<file path="config.mk">
export PLATFORM = sky130hd
export DESIGN_NAME = full_adder_flat
export DESIGN_NICKNAME = d
export VERILOG_FILES = /design/src/rtl/full_adder_pkg.sv /design/src/rtl/full_adder_if.sv /design/src/rtl/full_adder_cell.sv /design/src/rtl/full_adder.sv /design/src/flat_wrapper.sv
export SDC_FILE = /design/constraint.sdc
export NUM_CORES = 1
export LEC_CHECK = 0
export CAP_MARGIN = 20
export CORE_AREA = 2 2 39 41
export DETAILED_ROUTE_END_ITERATION = 16
export DIE_AREA = 0 0 41 43
export PLACE_DENSITY_LB_ADDON = 0.05
export REMOVE_ABC_BUFFERS = 1
export SLEW_MARGIN = 0
export SYNTH_ARGS = -nofsm -noshare
export SYNTH_HDL_FRONTEND = slang
export SYNTH_HIERARCHICAL = 1
export SYNTH_SLANG_ARGS = --single-unit
export TNS_END_PERCENT = 30
</file>
<file path="constraint.sdc">
create_clock -name clk -period 1.1 [get_ports clk]
set_clock_uncertainty 0.05 [all_clocks]
set_input_delay 0.165 -clock clk [delete_from_list [all_inputs] [get_ports clk]]
set_output_delay 0.165 -clock clk [all_outputs]
set_load 0.01 [all_outputs]
</file>
<file path="src/rtl/full_adder_pkg.sv">
// Shared arithmetic definitions for the registered adder family:
// width limits, reset values and the width legality helper.
package full_adder_pkg;

    // Widest operand any adder instance in the library may be built with.
    localparam int ADDER_MAX_WIDTH = 64;

    // Value loaded into the sum register on reset; sliced to the instance width.
    localparam logic [ADDER_MAX_WIDTH-1:0] ADDER_RST_SUM = '0;

    // Value loaded into the carry-out register on reset.
    localparam logic ADDER_RST_CARRY = 1'b0;

    // True when w is a width the adder can be elaborated with.
    function automatic bit adder_width_ok(input int w);
        return (w >= 1) && (w <= ADDER_MAX_WIDTH);
    endfunction

endpackage : full_adder_pkg

</file>
<file path="src/rtl/full_adder_if.sv">
// Operand/result bundle for the registered adder.
// The master drives the operands and the input strobe.
// The slave (the adder) returns the registered sum, the carry and the output strobe.
interface full_adder_if #(
    parameter int WIDTH = 1
);

    logic [WIDTH-1:0] a;
    logic [WIDTH-1:0] b;
    logic             c;
    logic             in_valid;
    logic [WIDTH-1:0] d;
    logic             e;
    logic             out_valid;

    modport master (
        output a, b, c, in_valid,
        input  d, e, out_valid
    );

    modport slave (
        input  a, b, c, in_valid,
        output d, e, out_valid
    );

endinterface : full_adder_if

</file>
<file path="src/rtl/full_adder_cell.sv">
// One-bit combinational full-adder cell. Carry-out is the majority of the three inputs.
module full_adder_cell (
    input  logic a,
    input  logic b,
    input  logic cin,
    output logic s,
    output logic cout
);

    assign s    = a ^ b ^ cin;
    assign cout = (a & b) | (a & cin) | (b & cin);

endmodule : full_adder_cell

</file>
<file path="src/rtl/full_adder.sv">
// Registered ripple-carry adder: {e, d} = a + b + c, one cycle after the operands are sampled.
// The inputs drive a chain of WIDTH full_adder_cell instances.
// The sum, carry and valid outputs come straight from flops.
module full_adder
    import full_adder_pkg::*;
#(
    parameter int WIDTH = 1
) (
    input  logic        clk,
    input  logic        rst,
    full_adder_if.slave bus
);

    // Reject widths the library does not support before anything else is built.
    if (!adder_width_ok(WIDTH)) begin : g_bad_width
        $error("full_adder: WIDTH=%0d outside 1..%0d", WIDTH, ADDER_MAX_WIDTH);
    end

    // Carry chain: k[0] is the carry-in and k[WIDTH] is the carry-out.
    logic [WIDTH:0]   k;
    logic [WIDTH-1:0] s;

    logic [WIDTH-1:0] d_q, d_d;
    logic             e_q, e_d;
    logic             out_valid_q, out_valid_d;

    assign k[0] = bus.c;

    for (genvar i = 0; i < WIDTH; i++) begin : g_cell
        full_adder_cell u_cell (
            .a    (bus.a[i]),
            .b    (bus.b[i]),
            .cin  (k[i]),
            .s    (s[i]),
            .cout (k[i+1])
        );
    end

    // Next state: capture a new result on in_valid; otherwise hold the data and drop valid.
    always_comb begin
        // NOTE: every output of this block gets a default first, so that no path through the block leaves a value unassigned and infers a latch.
        d_d         = d_q;
        e_d         = e_q;
        out_valid_d = 1'b0;
        if (bus.in_valid) begin
            d_d         = s;
            e_d         = k[WIDTH];
            out_valid_d = 1'b1;
        end
    end

    // Output registers. Reset is synchronous and overrides any result arriving on the same edge.
    always_ff @(posedge clk) begin
        // NOTE: state is updated with non-blocking assignments, so every flop samples values from before the edge.
        if (rst) begin
            d_q         <= ADDER_RST_SUM[WIDTH-1:0];
            e_q         <= ADDER_RST_CARRY;
            out_valid_q <= 1'b0;
        end else begin
            d_q         <= d_d;
            e_q         <= e_d;
            out_valid_q <= out_valid_d;
        end
    end

    assign bus.d         = d_q;
    assign bus.e         = e_q;
    assign bus.out_valid = out_valid_q;

endmodule : full_adder

</file>
<file path="src/flat_wrapper.sv">
// flat-port wrapper written by rule: the top's interface ports become plain ports
module full_adder_flat import full_adder_pkg::*;
#(
    parameter int WIDTH = 1
)
  (clk, rst, bus_a, bus_b, bus_c, bus_in_valid, bus_d, bus_e, bus_out_valid);
  full_adder_if #(.WIDTH(WIDTH)) bus_i ();
  input  logic clk;
  input  logic rst;
  input wire logic [$bits(bus_i.a)-1:0] bus_a;
  input wire logic [$bits(bus_i.b)-1:0] bus_b;
  input wire logic [$bits(bus_i.c)-1:0] bus_c;
  input wire logic [$bits(bus_i.in_valid)-1:0] bus_in_valid;
  output wire logic [$bits(bus_i.d)-1:0] bus_d;
  output wire logic [$bits(bus_i.e)-1:0] bus_e;
  output wire logic [$bits(bus_i.out_valid)-1:0] bus_out_valid;
  assign bus_i.a = bus_a;
  assign bus_i.b = bus_b;
  assign bus_i.c = bus_c;
  assign bus_i.in_valid = bus_in_valid;
  assign bus_d = bus_i.d;
  assign bus_e = bus_i.e;
  assign bus_out_valid = bus_i.out_valid;
  full_adder #(.WIDTH(WIDTH)) u_core (.clk(clk), .rst(rst), .bus(bus_i));
endmodule
</file>
==> results of run 1 <==
[stage by stage]
stage	utilization (%)	setup TNS, ns	power (uW)	area [um2]
after floorplan	-	0	139	114
after global placement	15.5	-0.632	182	214
after detailed placement	15.5	-0.632	180	214
after CTS	16.9	-0.0533	375	234
after global routing	17.1	0	393	236
final	17.1	0	363	236
[power breakdown]
| part | total (uW) | leakage (uW) | internal [uW] | switching (uW) |
|---|---|---|---|---|
| combinational | 48.4 | 0.0000776 | 28.9 | 19.5 |
| sequential | 121 | 0.0000249 | 117 | 3.20 |
| clock | 194 | 0.0000150 | 136 | 58.2 |
| total | 363 | 0.000117 | 282 | 80.9 |
[what timing repair did]
action,4_1_cts,5_1_grt
pin swaps,0,1
buffers inserted,0,0
gates resized for setup,5,1
setup endpoints to repair,5,2
[layer usage]
layer / global-route usage [%] / vias to the layer above / share of wire, %
met2: 5.31 / 9 / 37
li1: - / 52 / -
met4: 6.00 / 0 / 0
met1: 4.19 / 42 / 44
met5: 0 / - / 0
met3: 5.76 / 0 / 19
[layout make-up]
class	instances	area (um2)
flip-flops and latches	3	60.1
well taps	16	20.0
fillers	156	1150
clock buffers	4	26.3
multi-input cells	6	53.8
repair buffers	8	76.3
[kinds of logic (layout without fill, tap and decap cells)]
family	Yosys count	after routing
simple gates	3	3
fa+ha+maj	1	1
flops	3	3
buf+inv	0	12
mux	2	2
[registers in the layout (all words and copies together), names as in the netlist]
signal                flops
u_core/bus.d              1
u_core/bus.e              1
u_core/bus.out_valid      1
[placed cells by master, fill, tap and decap left out]
| cell | instances |
|---|---|
| nor2b_1 | 1 |
| clkbuf_4 | 3 |
| dfxtp_1 | 3 |
| dlymetal6s2s_1 | 1 |
| mux2i_1 | 2 |
| dlygate4sd2_1 | 5 |
| clkdlybuf4s50_1 | 2 |
| fa_1 | 1 |
| clkbuf_1 | 1 |
| nor2_1 | 2 |
[worst max path at each step]
stage                      start            to  depth (start not counted)
floorplan                  bus_a  u_core/bus.d                          3
global placement           bus_a  u_core/bus.d                          4
detailed placement         bus_a  u_core/bus.d                          4
CTS                        bus_c  u_core/bus.d                          4
global route        u_core/bus.e         bus_e                          1
finish              u_core/bus.e         bus_e                          1
[worst reg2reg max path: stages (launching register included)]
cell	delay (ns)
dfxtp_1	0.30
mux2i_1	0.12
nor2_1	0.05
==> Implementation_results.wiki, run 1 <==
{| class="wikitable"
! Metric !! Value
|-
| XOR/XNOR Fraction of Synth Area || 0%
|-
| PortBufs || 8
|-
| Post-CTS Hold Fix Bufs || 0
|-
| Setup Crit Path Kind || register to output port
|-
| Std-Cell Rows || 14
|-
| Shortest clock period the worst path allows after layout || 1.04 ns
|-
| Leading post-synthesis cells by cell area || dfxtp_1 (53%), fa_1 (18%), mux2i_1 (18%)
|-
| Number of sinks on the clock net || 3
|-
| Worst Hold End || u_core/bus.d
|-
| Distinct cell type count of the synthesized netlist || 5
|-
| Cell family with the largest share of critical-path delay || flip-flops
|-
| Synthesized area per cell || 12.7 um2
|-
| Initial antenna violation count || 0
|-
| Final period utilization || 94.6%
|-
| Library cell used as clock root buffer || clkbuf_4
|-
| Least-Margin Pin Slew || 0.125 ns
|-
| Startpoint of the lowest-slack hold path || bus_c
|-
| Layout cell share with drive strength beyond 1 || between 10% and 20%
|-
| Most frequently used cell type in the post-synthesis netlist || dfxtp_1
|-
| PD cells || 1540 nW/um2
|-
| Area of the die || between 1500 and 2000 um2
|-
| Crit start category || register
|-
| Slew Limit Fails || 0
|-
| Post-synthesis share of cell area spent on and, or, nand and nor gates || 12.1%
|-
| Post-layout instance count excluding filler cells || 37
|-
| Initial core utilization || between 8 and 9%
|-
| Pin count of the biggest net entering global routing || 4
|-
| Final critical-path setup slack || 0.0590 ns
|-
| Number of flops mapped to enable cells by yosys || 0
|-
| Total routing usage reported by global routing || 5.03%
|-
| Number of failing hold endpoints at the final stage || 0
|-
| Drt total wl || between 300 and 400 um
|-
| Routed len/inst || roughly 8.3 um
|-
| Global-route wire length before repair || 503 um
|-
| Adder-Cell Fraction of Synth Area || 17.6%
|-
| Tightest hold margin || 0.332 ns
|-
| Hold Crit Depth || 4
|-
| Cell area after technology mapping || 114 um2
|-
| Die outline height || about 43 um
|-
| Data required, critical path || 0.88 ns
|-
| CTS tree || yes
|-
| Main synth FF type || dfxtp_1
|-
| Maximum clock frequency || approximately 960 MHz
|-
| Multiplexer fraction of the synthesized cell area || 17.6%
|-
| Crit path buffers/inverters || 1
|-
| Sequential fraction of the synthesis area || 52.7%
|-
| Antenna-violating nets left || 0
|-
| Diode count || 0
|-
| Count of state elements after synthesis || 3
|-
| Number of buffers created by CTS || 3
|-
| Count of endpoints failing setup in the final report || 0
|-
| Synth cell count leaders || dfxtp_1 (3), mux2i_1 (2), nor2_1 (2)
|-
| First-pass detailed-route iteration total || 2
|-
| Final layout net count || 29
|-
| Top fanout value on the critical path || 2
|-
| Portion of synthesized cell area occupied by the leading cell type || 52.7%
|-
| Weighted congestion at the end of routability-driven global placement || 0.592
|-
| Post-synthesis compound-gate area fraction || 0%
|-
| Dpl cells || 33
|-
| Type of destination of the critical path || output port
|-
| Arrival time reported for the critical path endpoint || 0.83 ns
|-
| Reg clk slew, reported paths || 0.04 ns
|-
| Core Area || 1380 um2
|-
| Reg2reg end || u_core/bus.e
|-
| Total number of yosys warnings || 6
|-
| Depth of the worst register-to-register path || 2
|-
| Critical Path Slowest Stage Cell || dfxtp_1
|-
| H-tree depth || 1
|-
| 1st-iter DRT viols || 2
|-
| Die extent in x || 41 um
|-
| Peak VDD IR || 0.353 mV
|-
| Worst-Skew Late Latency || 0.23 ns
|-
| Via count || 103
|-
| R2R Setup Slk || 0.47 ns
|-
| Run status || finished clean
|-
| Number of I/O pins || 9
|-
| Ratio of routed vias to standard cells || 2.78
|-
| Worst-case headroom to the max-slew limit || 91.5%
|-
| Worst-case setup slack after placement || -0.328 ns
|-
| Leakage || 0.000117 uW
|-
| Worst reg2reg path startpoint || u_core/bus.e
|-
| Post-synth top area cell || dfxtp_1
|-
| CTS Buffer Depth || 2
|-
| Share of synthesized flip-flops with an asynchronous set or reset || 0%
|-
| Max_cap viols || 0
|-
| Dominant combinational cell family by area after synthesis || adder cells
|-
| DRC errors left || 0
|-
| Number of instances in the synthesized netlist || 9
|-
| Max stage delay on crit path || around 0.32 ns
|-
| Worst-path cell chain || dlygate4sd2_1
|-
| Hold Crit Class || primary input to register
|-
| Grt total ovfl || 0
|-
| Area grow syn2layout || 108%
|-
| Unrepaired setup endpoints after global routing || false
|-
| Via count of the first global-routing pass || ~140
|}
(Power assumes the default switching activity.)
==> inputs of run 2 (changes only) <==
--- a/config.mk
+++ b/config.mk
@@ -9,8 +9,10 @@
 export CORE_AREA = 2 2 39 41
 export DETAILED_ROUTE_END_ITERATION = 16
 export DIE_AREA = 0 0 41 43
+export HOLD_SLACK_MARGIN = 0.02
 export PLACE_DENSITY_LB_ADDON = 0.05
 export REMOVE_ABC_BUFFERS = 1
+export SKIP_CTS_REPAIR_TIMING = 1
 export SLEW_MARGIN = 0
 export SYNTH_ARGS = -nofsm -noshare
 export SYNTH_HDL_FRONTEND = slang
==> run 2 against run 1 <==
  * The flow now finishes with violations (negative setup slack)
  * Fmax shrank 10%
  * Core utilization grew 1.2 points
  * First-iteration DRC count stayed put
  * Non-clock buffer count is the same
  * Hold slack got worse by 0.0015 ns
  * Total power increased by 1.5%
  * Wire length up 2.0%
  * Final cell count unchanged
  * Design area rose by 6.9%
  * Sequential share of layout area fell by 1.6 points
  * Critical path type is now primary input to register
  * Critical endpoint is now u_core/bus.d
  * Largest power group unchanged
  * Highest routed layer unchanged
==> Implementation_results.wiki, run 2 (same netlist as run 1, synthesis figures left out) <==
{| class="wikitable"
! Metric !! Value
|-
| Run status || finished, violations left
|-
| Failing checks || negative setup slack
|-
| Max_cap viols || 0 (unchanged)
|-
| 1st-iter DRT viols || 2 (unchanged)
|-
| Tightest hold margin || 0.330 ns (-0.00149 ns)
|-
| Hold Crit Class || primary input to register
|-
| Internal power || 288 uW (+1.9%)
|-
| Number of sinks on the clock net || 3 (unchanged)
|-
| Arrival time reported for the critical path endpoint || 1.23 ns (+0.40 ns)
|-
| Worst-Skew Late Latency || 0.23 ns (about the same)
|-
| Shortest clock period the worst path allows after layout || 1.16 ns (+0.120 ns)
|-
| Drt total wl || 312 um (+2.0%)
|-
| Unrepaired setup endpoints after global routing || true
|-
| Area grow syn2layout || 122%
|-
| Hold Crit Depth || 4 (unchanged)
|-
| Initial core utilization || 8.23% (unchanged)
|-
| Initial antenna violation count || 0 (unchanged)
|-
| Count of endpoints failing setup in the final report || 1 (+1)
|-
| Worst Hold End || u_core/bus.d
|-
| Least-Margin Pin Slew || 0.125 ns (unchanged)
|-
| First-pass detailed-route iteration total || 2 (unchanged)
|-
| Startpoint of the lowest-slack hold path || bus_b
|-
| Combined area of the multi-input logic cells || 53.8 um2 (unchanged)
|-
| Final layout net count || 29 (unchanged)
|-
| PortBufs || 8 (unchanged)
|-
| Area of the die || 1760 um2 (unchanged)
|-
| Via count || 103 (unchanged)
|-
| Antenna-violating nets left || 0 (unchanged)
|-
| Leakage || 0.000158 uW (+35%)
|-
| Crit start category || primary input
|-
| Final cell area excluding filler cells || 253 um2 (+6.9%)
|-
| Weighted congestion at the end of routability-driven global placement || 0.592 (unchanged)
|-
| Register share of total power || 32.7% (-0.5 points)
|-
| Layout cell share with drive strength beyond 1 || 14.3% (unchanged)
|-
| Filler Cell Count || 158 (+1.3%)
|-
| Core Area || 1380 um2 (unchanged)
|-
| Worst reg2reg path startpoint || u_core/bus.e
|-
| Top fanout value on the critical path || 1 (-1)
|-
| Std-Cell Rows || 14 (unchanged)
|-
| Number of I/O pins || 9 (unchanged)
|-
| H-tree depth || 1 (unchanged)
|-
| Library cell used as clock root buffer || clkbuf_4
|-
| Routed len/inst || 8.43 um (+2.0%)
|-
| Grt total ovfl || 0 (unchanged)
|-
| Type of destination of the critical path || register
|-
| Diode count || 0 (unchanged)
|-
| Clock share of power || 52.7% (-0.8 points)
|-
| Total Neg Setup Slack || -0.0614 ns (-0.0614 ns)
|-
| PD cells || 1460 nW/um2 (-5.1%)
|-
| Reg2reg end || u_core/bus.e
|-
| Area taken by flip-flops and latches || 60.1 um2 (unchanged)
|-
| Dpl cells || 33 (unchanged)
|-
| Net switching component of the power || 80.8 uW (-0.15%)
|-
| Final period utilization || 106% (+11 points)
|-
| Maximum clock frequency || 861 MHz (-10%)
|-
| CTS Buffer Depth || 2 (unchanged)
|-
| Worst-case headroom to the max-slew limit || 91.5% (unchanged)
|-
| Via count of the first global-routing pass || 137 (unchanged)
|-
| Dpl cell area || 214 um2 (unchanged)
|-
| Leading cell type in the layout, fill and taps excluded || dlymetal6s2s_1
|-
| Reg clk slew, reported paths || 0.04 ns (about the same)
|-
| Ratio of routed vias to standard cells || 2.78 (unchanged)
|-
| R2R Setup Slk || 0.47 ns (about the same)
|-
| Die extent in x || 41 um (unchanged)
|-
| Sw frac || 21.9% (-0.35 points)
|-
| Number of failing hold endpoints at the final stage || 0 (unchanged)
|-
| Global-route wire length before repair || 503 um (unchanged)
|-
| Worst-path cell chain || clkdlybuf4s50_1 > fa_1 > mux2i_1 > nor2_1
|-
| Critical Path Slowest Stage Cell || clkdlybuf4s50_1
|-
| Peak VDD IR || 0.354 mV (+0.52%)
|-
| Part of the power in combinational logic || 14.6% (+1.3 points)
|-
| Final critical-path setup slack || -0.0614 ns (-0.120 ns)
|-
| Commonest cells after routing, fill and taps aside || dlymetal6s2s_1 (5), clkbuf_4 (3), clkdlybuf4s50_1 (3), dfxtp_1 (3)
|-
| Pin count of the biggest net entering global routing || 4 (unchanged)
|-
| Max stage delay on crit path || 0.47 ns (+0.15 ns)
|-
| Total routing usage reported by global routing || 5.03% (unchanged)
|-
| Post-layout instance count excluding filler cells || 37 (unchanged)
|-
| Critical Path Start || bus_c
|-
| Data required, critical path || 1.17 ns (+0.29 ns)
|-
| DRC errors left || 0 (unchanged)
|-
| Slew Limit Fails || 0 (unchanged)
|-
| Number of buffers created by CTS || 3 (unchanged)
|-
| Worst-case setup slack after placement || -0.328 ns (unchanged)
|-
| CTS tree || yes
|-
| Depth of the worst register-to-register path || 2 (unchanged)
|-
| Die outline height || 43 um (unchanged)
|-
| Setup Crit Path Kind || primary input to register
|}
==> run 2: cell types whose count changed in the layout (fill, tap and decap cells not counted) <==
cell,before,now
clkdlybuf4s50_1,2,3
dlymetal6s2s_1,1,5
dlygate4sd2_1,5,0
==> run 2: area by class of cell <==
type                            instances  share of cell area [%]
Timing Repair Buffer                    8                    36.6
Multi-Input combinational cell          6                    21.3
Clock buffer                            4                    10.4
Tap cell                               16                    7.92
Sequential cell                         3                    23.8
==> run 2: routing by layer <==
| metal | global-route usage, % | routed length, um |
|---|---|---|
| met1 | 4.19 | 139 |
| met2 | 5.31 | 115 |
| met3 | 5.76 | 58 |
| met4 | 6.00 | 0 |
| met5 | 0 | 0 |
==> run 2: worst max-delay path by stage <==
stage / end / slack, ns
2_1_floorplan: u_core/bus.d / 0.15
3_3_place_gp: u_core/bus.d / -0.34
3_5_place_dp: u_core/bus.d / -0.33
4_1_cts: bus_e / -0.23
5_1_grt: u_core/bus.d / -0.08
6_report: u_core/bus.d / -0.06
==> run 2: metrics by stage <==
stage	utilization (%)	power [uW]
after floorplan	-	139
after global placement	15.5	182
after detailed placement	15.5	180
after CTS	17.4	383
after global routing	18.3	398
final	18.3	368
==> run 2: worst max-delay path, delay by kind of cell <==
family	cells	cell delay, ns
fa+ha+maj	1	0.41
mux	1	0.14
buf+inv	1	0.47
simple gates	1	0.05
==> run 2: power groups by stage <==
stage / Clock (uW) / Sequential (uW) / Combinational (uW)
2_1_floorplan: 0 / 126 / 13.2
4_1_cts: 205 / 121 / 57.8
3_3_place_gp: 0 / 123 / 58.9
3_5_place_dp: 0 / 123 / 57.8
5_1_grt: 218 / 121 / 59.0
6_report: 194 / 121 / 53.7
